$ cat config.mk
export PLATFORM = sky130hd
export DESIGN_NAME = pipe_hazard_ctrl
export DESIGN_NICKNAME = d
export VERILOG_FILES = /design/src/rtl/pipe_hazard_ctrl.sv
export SDC_FILE = /design/constraint.sdc
export NUM_CORES = 1
export LEC_CHECK = 0
export CAP_MARGIN = 20
export CORE_MARGIN = 4
export CORE_UTILIZATION = 47
export CTS_CLUSTER_DIAMETER = 120
export DETAILED_ROUTE_END_ITERATION = 10
export GPL_ROUTABILITY_DRIVEN = 0
export GPL_TIMING_DRIVEN = 1
export PLACE_DENSITY = 0.86
export SYNTH_ARGS = -nofsm -noshare
export SYNTH_HDL_FRONTEND = slang
export SYNTH_SLANG_ARGS = --single-unit
$ cat constraint.sdc
create_clock -name clk -period 2.4 [get_ports clk]
set_input_delay 0.24 -clock clk [delete_from_list [all_inputs] [get_ports clk]]
set_output_delay 0.24 -clock clk [all_outputs]
set_load 0.05 [all_outputs]
$ cat src/rtl/pipe_hazard_ctrl.sv
// Stall/flush sequencer for the 5-stage pipeline: RAW hazard detection, multi-cycle
// branch flush, memory-busy freeze with sticky timeout, and saturating perf counters.
module pipe_hazard_ctrl #(
  parameter bit          FWD_EN       = 1'b1,
  parameter int unsigned FLUSH_CYCLES = 1,
  parameter int unsigned MEM_TIMEOUT  = 255
) (
  input  logic        clk,
  input  logic        rst,
  input  logic [4:0]  src1,
  input  logic [4:0]  src2,
  input  logic        two_src,
  input  logic [4:0]  exe_dest,
  input  logic        exe_wb_en,
  input  logic        exe_mem_r_en,
  input  logic [4:0]  mem_dest,
  input  logic        mem_wb_en,
  input  logic        branch_taken,
  input  logic        mem_busy,
  output logic        freeze_pc,
  output logic        freeze_if_id,
  output logic        flush_if_id,
  output logic        flush_id_ex,
  output logic        hold_exe,
  output logic        mem_timeout,
  output logic [15:0] stall_cnt,
  output logic [15:0] flush_cnt
);

  typedef enum logic [1:0] {StRun, StBranch, StMemWait} state_e;

  localparam logic [2:0] FlushInit  = 3'(FLUSH_CYCLES - 1);
  localparam logic [7:0] MemTimeout = 8'(MEM_TIMEOUT);

  state_e      state_q, state_d;
  logic [2:0]  flush_left_q, flush_left_d;
  logic [7:0]  wait_cnt_q, wait_cnt_d;
  logic        mem_timeout_q, mem_timeout_d;
  logic [15:0] stall_cnt_q, stall_cnt_d;
  logic [15:0] flush_cnt_q, flush_cnt_d;

  logic freeze_pc_c, freeze_if_id_c, flush_if_id_c, flush_id_ex_c, hold_exe_c;
  logic branch_flush;
  logic flushing;
  logic hazard;

  function automatic logic src_hit(input logic [4:0] src);
    logic exe_hit;
    logic mem_hit;
    exe_hit = exe_wb_en && (exe_dest != 5'd0) && (exe_dest == src) &&
              (!FWD_EN || exe_mem_r_en);
    mem_hit = !FWD_EN && mem_wb_en && (mem_dest != 5'd0) && (mem_dest == src);
    return exe_hit || mem_hit;
  endfunction

  assign hazard = src_hit(src1) || (two_src && src_hit(src2));

  // A memory wait that interrupted a branch resumes the remaining flush cycles.
  assign flushing = (state_q == StBranch) ||
                    ((state_q == StMemWait) && (flush_left_q != 3'd0));

  always_comb begin
    state_d        = state_q;
    flush_left_d   = flush_left_q;
    wait_cnt_d     = wait_cnt_q;
    freeze_pc_c    = 1'b0;
    freeze_if_id_c = 1'b0;
    flush_if_id_c  = 1'b0;
    flush_id_ex_c  = 1'b0;
    hold_exe_c     = 1'b0;
    branch_flush   = 1'b0;

    if (mem_busy) begin
      freeze_pc_c    = 1'b1;
      freeze_if_id_c = 1'b1;
      hold_exe_c     = 1'b1;
      state_d        = StMemWait;
      if (state_q == StMemWait) begin
        wait_cnt_d = (wait_cnt_q == 8'hFF) ? wait_cnt_q : wait_cnt_q + 8'd1;
      end else begin
        wait_cnt_d = 8'd1;
      end
    end else begin
      wait_cnt_d = 8'd0;
      state_d    = StRun;
      if (flushing) begin
        flush_if_id_c = 1'b1;
        flush_id_ex_c = 1'b1;
        branch_flush  = 1'b1;
        flush_left_d  = flush_left_q - 3'd1;
        if (flush_left_q != 3'd1) state_d = StBranch;
      end else if (branch_taken) begin
        flush_if_id_c = 1'b1;
        flush_id_ex_c = 1'b1;
        branch_flush  = 1'b1;
        flush_left_d  = FlushInit;
        if (FlushInit != 3'd0) state_d = StBranch;
      end else if (hazard) begin
        freeze_pc_c    = 1'b1;
        freeze_if_id_c = 1'b1;
        flush_id_ex_c  = 1'b1;
      end
    end
  end

  always_comb begin
    mem_timeout_d = mem_timeout_q || (mem_busy && (wait_cnt_d >= MemTimeout));
    stall_cnt_d   = stall_cnt_q;
    flush_cnt_d   = flush_cnt_q;
    if (freeze_pc_c && (stall_cnt_q != 16'hFFFF)) stall_cnt_d = stall_cnt_q + 16'd1;
    if (branch_flush && (flush_cnt_q != 16'hFFFF)) flush_cnt_d = flush_cnt_q + 16'd1;
  end

  always_ff @(posedge clk or negedge rst) begin
    if (!rst) begin
      state_q       <= StRun;
      flush_left_q  <= 3'd0;
      wait_cnt_q    <= 8'd0;
      mem_timeout_q <= 1'b0;
      stall_cnt_q   <= 16'd0;
      flush_cnt_q   <= 16'd0;
    end else begin
      state_q       <= state_d;
      flush_left_q  <= flush_left_d;
      wait_cnt_q    <= wait_cnt_d;
      mem_timeout_q <= mem_timeout_d;
      stall_cnt_q   <= stall_cnt_d;
      flush_cnt_q   <= flush_cnt_d;
    end
  end

  // Controls are Mealy; gate with reset so they are quiet while rst is low.
  assign freeze_pc    = rst && freeze_pc_c;
  assign freeze_if_id = rst && freeze_if_id_c;
  assign flush_if_id  = rst && flush_if_id_c;
  assign flush_id_ex  = rst && flush_id_ex_c;
  assign hold_exe     = rst && hold_exe_c;
  assign mem_timeout  = mem_timeout_q;
  assign stall_cnt    = stall_cnt_q;
  assign flush_cnt    = flush_cnt_q;

endmodule

==> qor.txt, run 1 <==
Post-DP HPWL: 4.229 mm
Kind of critical path: reg2out
PwrDens: 816.4 mW/mm²
Top cells by area, synth: dfrtp_1, xnor2_1, nand2_1, xor2_1, nor2_1
Primary FF master, synth: dfrtp_1
Post-synth EDFFs: 0
Most frequent cell after synthesis: dfrtp_1
H-tree depth: 2
Outcome: finished, final reports clean
CORE AREA: 0.005107 mm²
Hold crit path type: reg2reg
Grt total ovfl: 0
Final Max Slew Viols: 0
Worst VDD drop: 0.6414 mV
Shortest period the worst path allows: 2.285 ns
Arr. time, crit path: 2.04 ns
Cells after DPL: 379
Net Switching: 1.064 mW
Final setup viols: 0
Vias per std cell: 5.198
Rel. slew slack: 64.84%
TritonCTS buffer count: 5
Initial Util: 48.19%
Area of the mapped netlist: 0.002461 mm²
Clk root buf: clkbuf_8
Final Hold Viols: 0
Pint: 1.678 mW
Seq pwr share: 38.7%
Period utilisation layout: 95.19%
Vias in the first global route: 2121
Post-Syn Instances: 244
Sw frac: 38.80%
CTS tree: yes
Clk buf depth: 2
Pin count of the biggest net entering global routing: 27
Number of fill cells: 398
Clock power frac: 21.0%
Chip height: 80.37 µm
Total Routing Usage GR: 18.64%
Post-synthesis register bit count: 46
Clock skew: 0.01086 ns
Syn avg cell area: 10.09 µm²
Post-synthesis async set-or-reset flop share: 100.0%
Share of layout cells above drive strength 1: 14.42%
Sequential fraction of the synthesis area: 46.77%
Non-filler cells, final: 389
Post-synth cell types: 48
Startpoint Class: register
Total of max-cap violations: 0
Die width: 80.37 µm
Endpoint type of the worst setup path: output pin
Crit path max fanout: 4
Area growth, synth to finish: 36.45%
First-pass DRT Iterations: 4
Post-synth top cells: dfrtp_1, nand2_1, xnor2_1, nor2_1
Worst-Skew Late Latency: 0.29 ns
Net count after synthesis: 278
RSZ-0062 raised after global routing: no
Number of inserted diodes: 0
Power share of the combinational group: 40.2%
Reg clk slew, reported paths: 0.08 ns
1st-iter DRT viols: 88
Routed WL: 5.480 mm
CTS Sinks: 46
Setup TNS: 0 ns
Fin nets: 353
Residual DRC count: 0
Row count: 26
Initial antenna violation count: 0
Drt wl/cell: 14.09 µm
First-pass GRT wire length: 9.625 mm
Leak: 1.469 nW
Worst-Margin Slew: 0.5257 ns
Antenna viol nets, final: 0
IO Pins: 66
Synth area leader: dfrtp_1
Share of the synthesized area in the top cell type: 46.77%
Fmax: 437.7 MHz
Port bufs: 59
Worst endpoint required time: 2.16 ns
Die area: 0.006459 mm²
Via count: 2022
Synth warn: 0
-- layout make-up --
cell class,instances,area [µm²],share of cell area (%)
Inverter,12,45.04,1.341
Tap cell,70,87.58,2.608
Timing Repair Buffer,73,730.7,21.76
Multi-Input combinational cell,181,1229,36.59
Clock buffer,6,82.58,2.459
Sequential cell,46,1154,34.35
Clock inverter,1,30.03,0.8942
-- flip-flops by register name (all words and copies together) (netlist names) --
name          flops
flush_cnt        16
flush_left_q      3
mem_timeout       1
stall_cnt        16
state_q           2
wait_cnt_q        8
-- cells in the final DEF, fill, tap and decap left out, types with 4 or more instances in the layout --
| cell | synthesis | routed |
|---|---|---|
| ha_1 | 6 | 6 |
| o21ai_0 | 5 | 5 |
| dfrtp_1 | 46 | 44 |
| nor3_1 | 4 | 4 |
| buf_12 | 0 | 4 |
| clkdlybuf4s50_1 | 0 | 53 |
| nand2_1 | 31 | 31 |
| buf_4 | 1 | 14 |
| xor2_1 | 12 | 12 |
| clkbuf_8 | 0 | 6 |
| nand4_1 | 8 | 8 |
| and3_1 | 4 | 4 |
| nand3_1 | 8 | 8 |
| a31oi_1 | 5 | 5 |
| nor2_1 | 22 | 21 |
| xnor2_1 | 30 | 30 |
| inv_1 | 12 | 11 |
-- routing by layer --
layer	share of wire, %	wire [µm]	global-route usage, %	up-vias
li1	-	-	-	988
met5	0	0	0	-
met4	1.1	61	5.068	0
met3	5.0	275	4.933	8
met2	51	2794	31.37	57
met1	43	2348	23.62	969
-- critical path: stages (launching register included) --
cell,delay [ns]
dfrtp_1,0.38
inv_1,0.11
ha_1,0.19
nand2b_1,0.09
a211oi_2,0.24
buf_4,0.18
a31oi_1,0.12
nor2_2,0.27
buf_12,0.18
-- metrics by stage --
stage	instance area, µm²	power (mW)	worst slack [ns]	util, %	hold WS [ns]
2_1_floorplan	2466	1.750	0.04998	-	-0.05559
3_3_place_gp	3221	2.127	0.03588	63.06	0.2781
3_5_place_dp	3221	2.159	-0.003540	63.06	0.2826
4_1_cts	3343	2.749	0.01496	65.46	0.4938
5_1_grt	3358	2.893	0.003176	65.75	0.5203
6_report	3358	2.741	0.1154	65.75	0.4883
-- path summary, 6_finish.rpt --
check	startpoint	endpoint	slack (ns)	cells after the start
worst min register to register	mem_timeout	mem_timeout	0.49	1
min in group asynchronous	rst	flush_cnt[4]	0.50	3
worst max-delay path	flush_left_q[1]	freeze_if_id	0.12	8
worst max register to register	wait_cnt_q[0]	mem_timeout	0.22	7
worst min-delay path	mem_timeout	mem_timeout	0.49	1
max in group asynchronous	rst	stall_cnt[0]	1.61	3
-- cells by family after synthesis --
group           after synthesis  share of synthesized area, %
compound gates               28                         8.744
simple gates                102                         21.76
buf+inv                      17                         3.406
xor+xnor                     42                         14.95
mux                           3                         1.322
fa+ha+maj                     6                         3.050
flops                        46                         46.77
-- power groups by stage --
stage	sequential (mW)	combinational (mW)	clock (mW)
2_1_floorplan	1.40	0.345	0
3_3_place_gp	1.07	1.06	0
3_5_place_dp	1.08	1.08	0
4_1_cts	1.06	1.10	0.589
5_1_grt	1.09	1.18	0.628
6_report	1.06	1.10	0.577
-- what timing repair did --
item / CTS / global route
hold endpoints to repair: 46 / 0
hold buffers: 1 / 0
buffers inserted: 0 / 2
resized for setup: 0 / 1
setup endpoints to repair: 0 / 3
Power figures use the tool's default switching activity.
==> inputs of run 2 (changes only) <==
--- a/config.mk
+++ b/config.mk
@@ -12,6 +12,7 @@
 export DETAILED_ROUTE_END_ITERATION = 10
 export GPL_ROUTABILITY_DRIVEN = 0
 export GPL_TIMING_DRIVEN = 1
+export HOLD_SLACK_MARGIN = 0.15
 export PLACE_DENSITY = 0.86
 export SYNTH_ARGS = -nofsm -noshare
 export SYNTH_HDL_FRONTEND = slang
==> results of run 2 <==
Same layout as run 1: the final DEF is identical, and so are final timing and power.
==> inputs of run 3 (changes only) <==
--- a/config.mk
+++ b/config.mk
@@ -6,12 +6,12 @@
 export NUM_CORES = 1
 export LEC_CHECK = 0
 export CAP_MARGIN = 20
+export CORE_ASPECT_RATIO = 2
 export CORE_MARGIN = 4
 export CORE_UTILIZATION = 47
 export CTS_CLUSTER_DIAMETER = 120
 export DETAILED_ROUTE_END_ITERATION = 10
 export GPL_ROUTABILITY_DRIVEN = 0
-export GPL_TIMING_DRIVEN = 1
 export HOLD_SLACK_MARGIN = 0.15
 export PLACE_DENSITY = 0.86
 export SYNTH_ARGS = -nofsm -noshare
==> run 3 against run 2 <==
  * Highest routed layer unchanged
  * Power is 4.1% lower
  * Critical path depth unchanged
  * Critical path type unchanged
  * Cell area decreased by 0.71%
  * Setup slack improved by 0.016 ns
  * Largest cell class unchanged
  * Sequential share of layout area rose by 0.24 points
  * Final cell count is 3.1% lower
  * Via count rose by 1.6%
  * Clock power is 19% lower
  * Non-clock buffer count decreased by 1
==> qor.txt, run 3 (synthesized netlist as in run 1, its figures left out) <==
Shortest period the worst path allows: 2.269 ns (was 2.285 ns)
Pint: 1.542 mW (was 1.678 mW)
PwrDens: 788.4 mW/mm² (was 816.4 mW/mm²)
Fin nets: 352 (was 353)
Vias in the first global route: 2115 (was 2121)
Pre-CTS WS: 0.1128 ns (was -0.003540 ns)
CORE AREA: 0.005092 mm² (was 0.005107 mm²)
Critical path depth: 8 (unchanged)
Most frequent cells in the layout: clkdlybuf4s50_1, dfrtp_1, nand2_1 (unchanged)
Wire length on met1: 2.054 mm (was 2.348 mm)
Routed WL: 5.684 mm (was 5.480 mm)
CP top delay family: buffers and inverters (unchanged)
Area growth, synth to finish: 35.49% (was 36.45%)
Clk root buf: clkbuf_8 (unchanged)
Clk buf depth: 2 (unchanged)
Reg clk slew, reported paths: 0.09 ns (was 0.08 ns)
Cells after DPL: 367 (was 379)
H-tree depth: 2 (unchanged)
Critical path's slowest cell: dfrtp_1 (unchanged)
Share of layout cells above drive strength 1: 14.73% (was 14.42%)
RSZ-0062 raised after global routing: no (unchanged)
IO Pins: 66 (unchanged)
Worst-Margin Slew: 0.5106 ns (was 0.5257 ns)
Leak: 1.459 nW (was 1.469 nW)
Fmax: 440.8 MHz (was 437.7 MHz)
Initial Util: 48.33% (was 48.19%)
Worst setup path startpoint: flush_left_q[0] (was flush_left_q[1])
Met3 WL: 199 µm (was 275 µm)
Grt total ovfl: 0 (unchanged)
RR Startpoint: stall_cnt[0] (was wait_cnt_q[0])
Port bufs: 59 (unchanged)
Pin count of the biggest net entering global routing: 29 (was 27)
Worst endpoint required time: 2.16 ns (about the same)
Rel. slew slack: 65.85% (was 64.84%)
Worst VDD drop: 1.261 mV (was 0.6414 mV)
Cells on worst reg2reg path: 8 (was 7)
Setup TNS: 0 ns (unchanged)
Crit path buf inv count: 3 (unchanged)
Final Max Slew Viols: 0 (unchanged)
First-pass GRT wire length: 9.563 mm (was 9.625 mm)
Number of fill cells: 416 (was 398)
Startpoint Class: register (unchanged)
Top layer used by detailed routing: met4 (unchanged)
Power share of the combinational group: 41.6% (was 40.2%)
Antenna viol nets, final: 0 (unchanged)
Die area: 0.006529 mm² (was 0.006459 mm²)
Period utilisation layout: 94.53% (was 95.19%)
Vias per std cell: 5.448 (was 5.198)
Kind of critical path: reg2out (unchanged)
Total of max-cap violations: 0 (unchanged)
Chip height: 110.3 µm (was 80.37 µm)
Net Switching: 1.087 mW (was 1.064 mW)
Drt wl/cell: 15.08 µm (was 14.09 µm)
Reg-to-reg critical path endpoint: stall_cnt[15] (was mem_timeout)
1st-iter DRT viols: 30 (was 88)
Clock skew: 0.01011 ns (was 0.01086 ns)
Non-filler cells, final: 377 (was 389)
CTS Sinks: 46 (unchanged)
Endpoint type of the worst setup path: output pin (unchanged)
Critical path's largest stage delay: 0.42 ns (was 0.38 ns)
First-pass DRT Iterations: 4 (unchanged)
Initial antenna violation count: 0 (unchanged)
Seq pwr share: 40.5% (was 38.7%)
Final setup viols: 0 (unchanged)
Outcome: finished, final reports clean (unchanged)
Die width: 59.17 µm (was 80.37 µm)
CTS tree: yes (unchanged)
Sw frac: 41.36% (was 38.80%)
Residual DRC count: 0 (unchanged)
Worst-Skew Late Latency: 0.30 ns (was 0.29 ns)
Length of routed met2 wiring: 3.264 mm (was 2.794 mm)
Post-DP HPWL: 4.457 mm (was 4.229 mm)
Arr. time, crit path: 2.03 ns (was 2.04 ns)
R2R setup slack: 0.29 ns (was 0.22 ns)
Number of inserted diodes: 0 (unchanged)
Total Routing Usage GR: 19.22% (was 18.64%)
Final Hold Viols: 0 (unchanged)
Crit-path cells: inv_1, ha_1, nand2b_1, a211oi_2, buf_4, a31oi_1, nor2_2, buf_12 (unchanged)
Final worst setup slack: 0.1312 ns (was 0.1154 ns)
Hold Slack: 0.4448 ns (was 0.4883 ns)
Crit path max fanout: 4 (unchanged)
Final core utilization: 65.48% (was 65.75%)
TritonCTS buffer count: 5 (unchanged)
Most common cell after layout, fill and taps aside: clkdlybuf4s50_1 (unchanged)
Clock power frac: 17.9% (was 21.0%)
Hold crit path type: in2async (was reg2reg)
Via count: 2054 (was 2022)
Row count: 37 (was 26)
[run 3: worst max path at each step]
stage / endpoint / slack (ns)
after floorplan: flush_id_ex / 0.05
after global placement: stall_cnt[7] / 0.15
after detailed placement: stall_cnt[7] / 0.11
after CTS: flush_if_id / 0.08
after global routing: freeze_pc / 0.004
final: freeze_pc / 0.13
[run 3: per-stage QoR]
step | power (mW) | instance area [µm²]
after detailed placement | 2.165 | 3218
after global placement | 2.128 | 3218
after floorplan | 1.750 | 2466
after CTS | 2.639 | 3314
final | 2.629 | 3334
after global routing | 2.786 | 3334
[run 3: what timing repair did]
| action | in CTS | in global routing |
|---|---|---|
| endpoints found under the hold margin | 18 | 0 |
| resized for setup | 0 | 3 |
| endpoints found under the setup margin | 0 | 5 |
| buffers inserted | 0 | 1 |
| hold buffers | 1 | 0 |
[run 3: area by class of cell]
class | instances | area [µm²] | area share, %
clock inverters | 2 | 13.76 | 0.4128
repair buffers | 72 | 735.7 | 22.06
clock buffers | 6 | 72.57 | 2.176
multi-input cells | 181 | 1241 | 37.22
inverters | 12 | 45.04 | 1.351
flip-flops and latches | 46 | 1154 | 34.60
well taps | 58 | 72.57 | 2.176
[run 3: per-layer routing]
| metal | track usage [%] | up-vias |
|---|---|---|
| met5 | 0 | - |
| met4 | 8.914 | 0 |
| met3 | 4.196 | 14 |
| met2 | 35.13 | 42 |
| met1 | 20.20 | 1013 |
| li1 | - | 985 |
[run 3: power by group through the flow]
stage	combinational [mW]	sequential [mW]	clock [mW]
6_report	1.09	1.06	0.470
5_1_grt	1.17	1.09	0.528
4_1_cts	1.09	1.07	0.481
3_5_place_dp	1.09	1.08	0
3_3_place_gp	1.06	1.07	0
2_1_floorplan	0.345	1.40	0
[run 3: worst reg2reg max path, delay by kind of cell, from the launching register on]
kind            cells  cell delay (ns)
compound gates      1             0.26
xor+xnor            1             0.15
fa+ha+maj           1             0.19
buf+inv             1             0.17
flops               1             0.41
simple gates        4             0.81
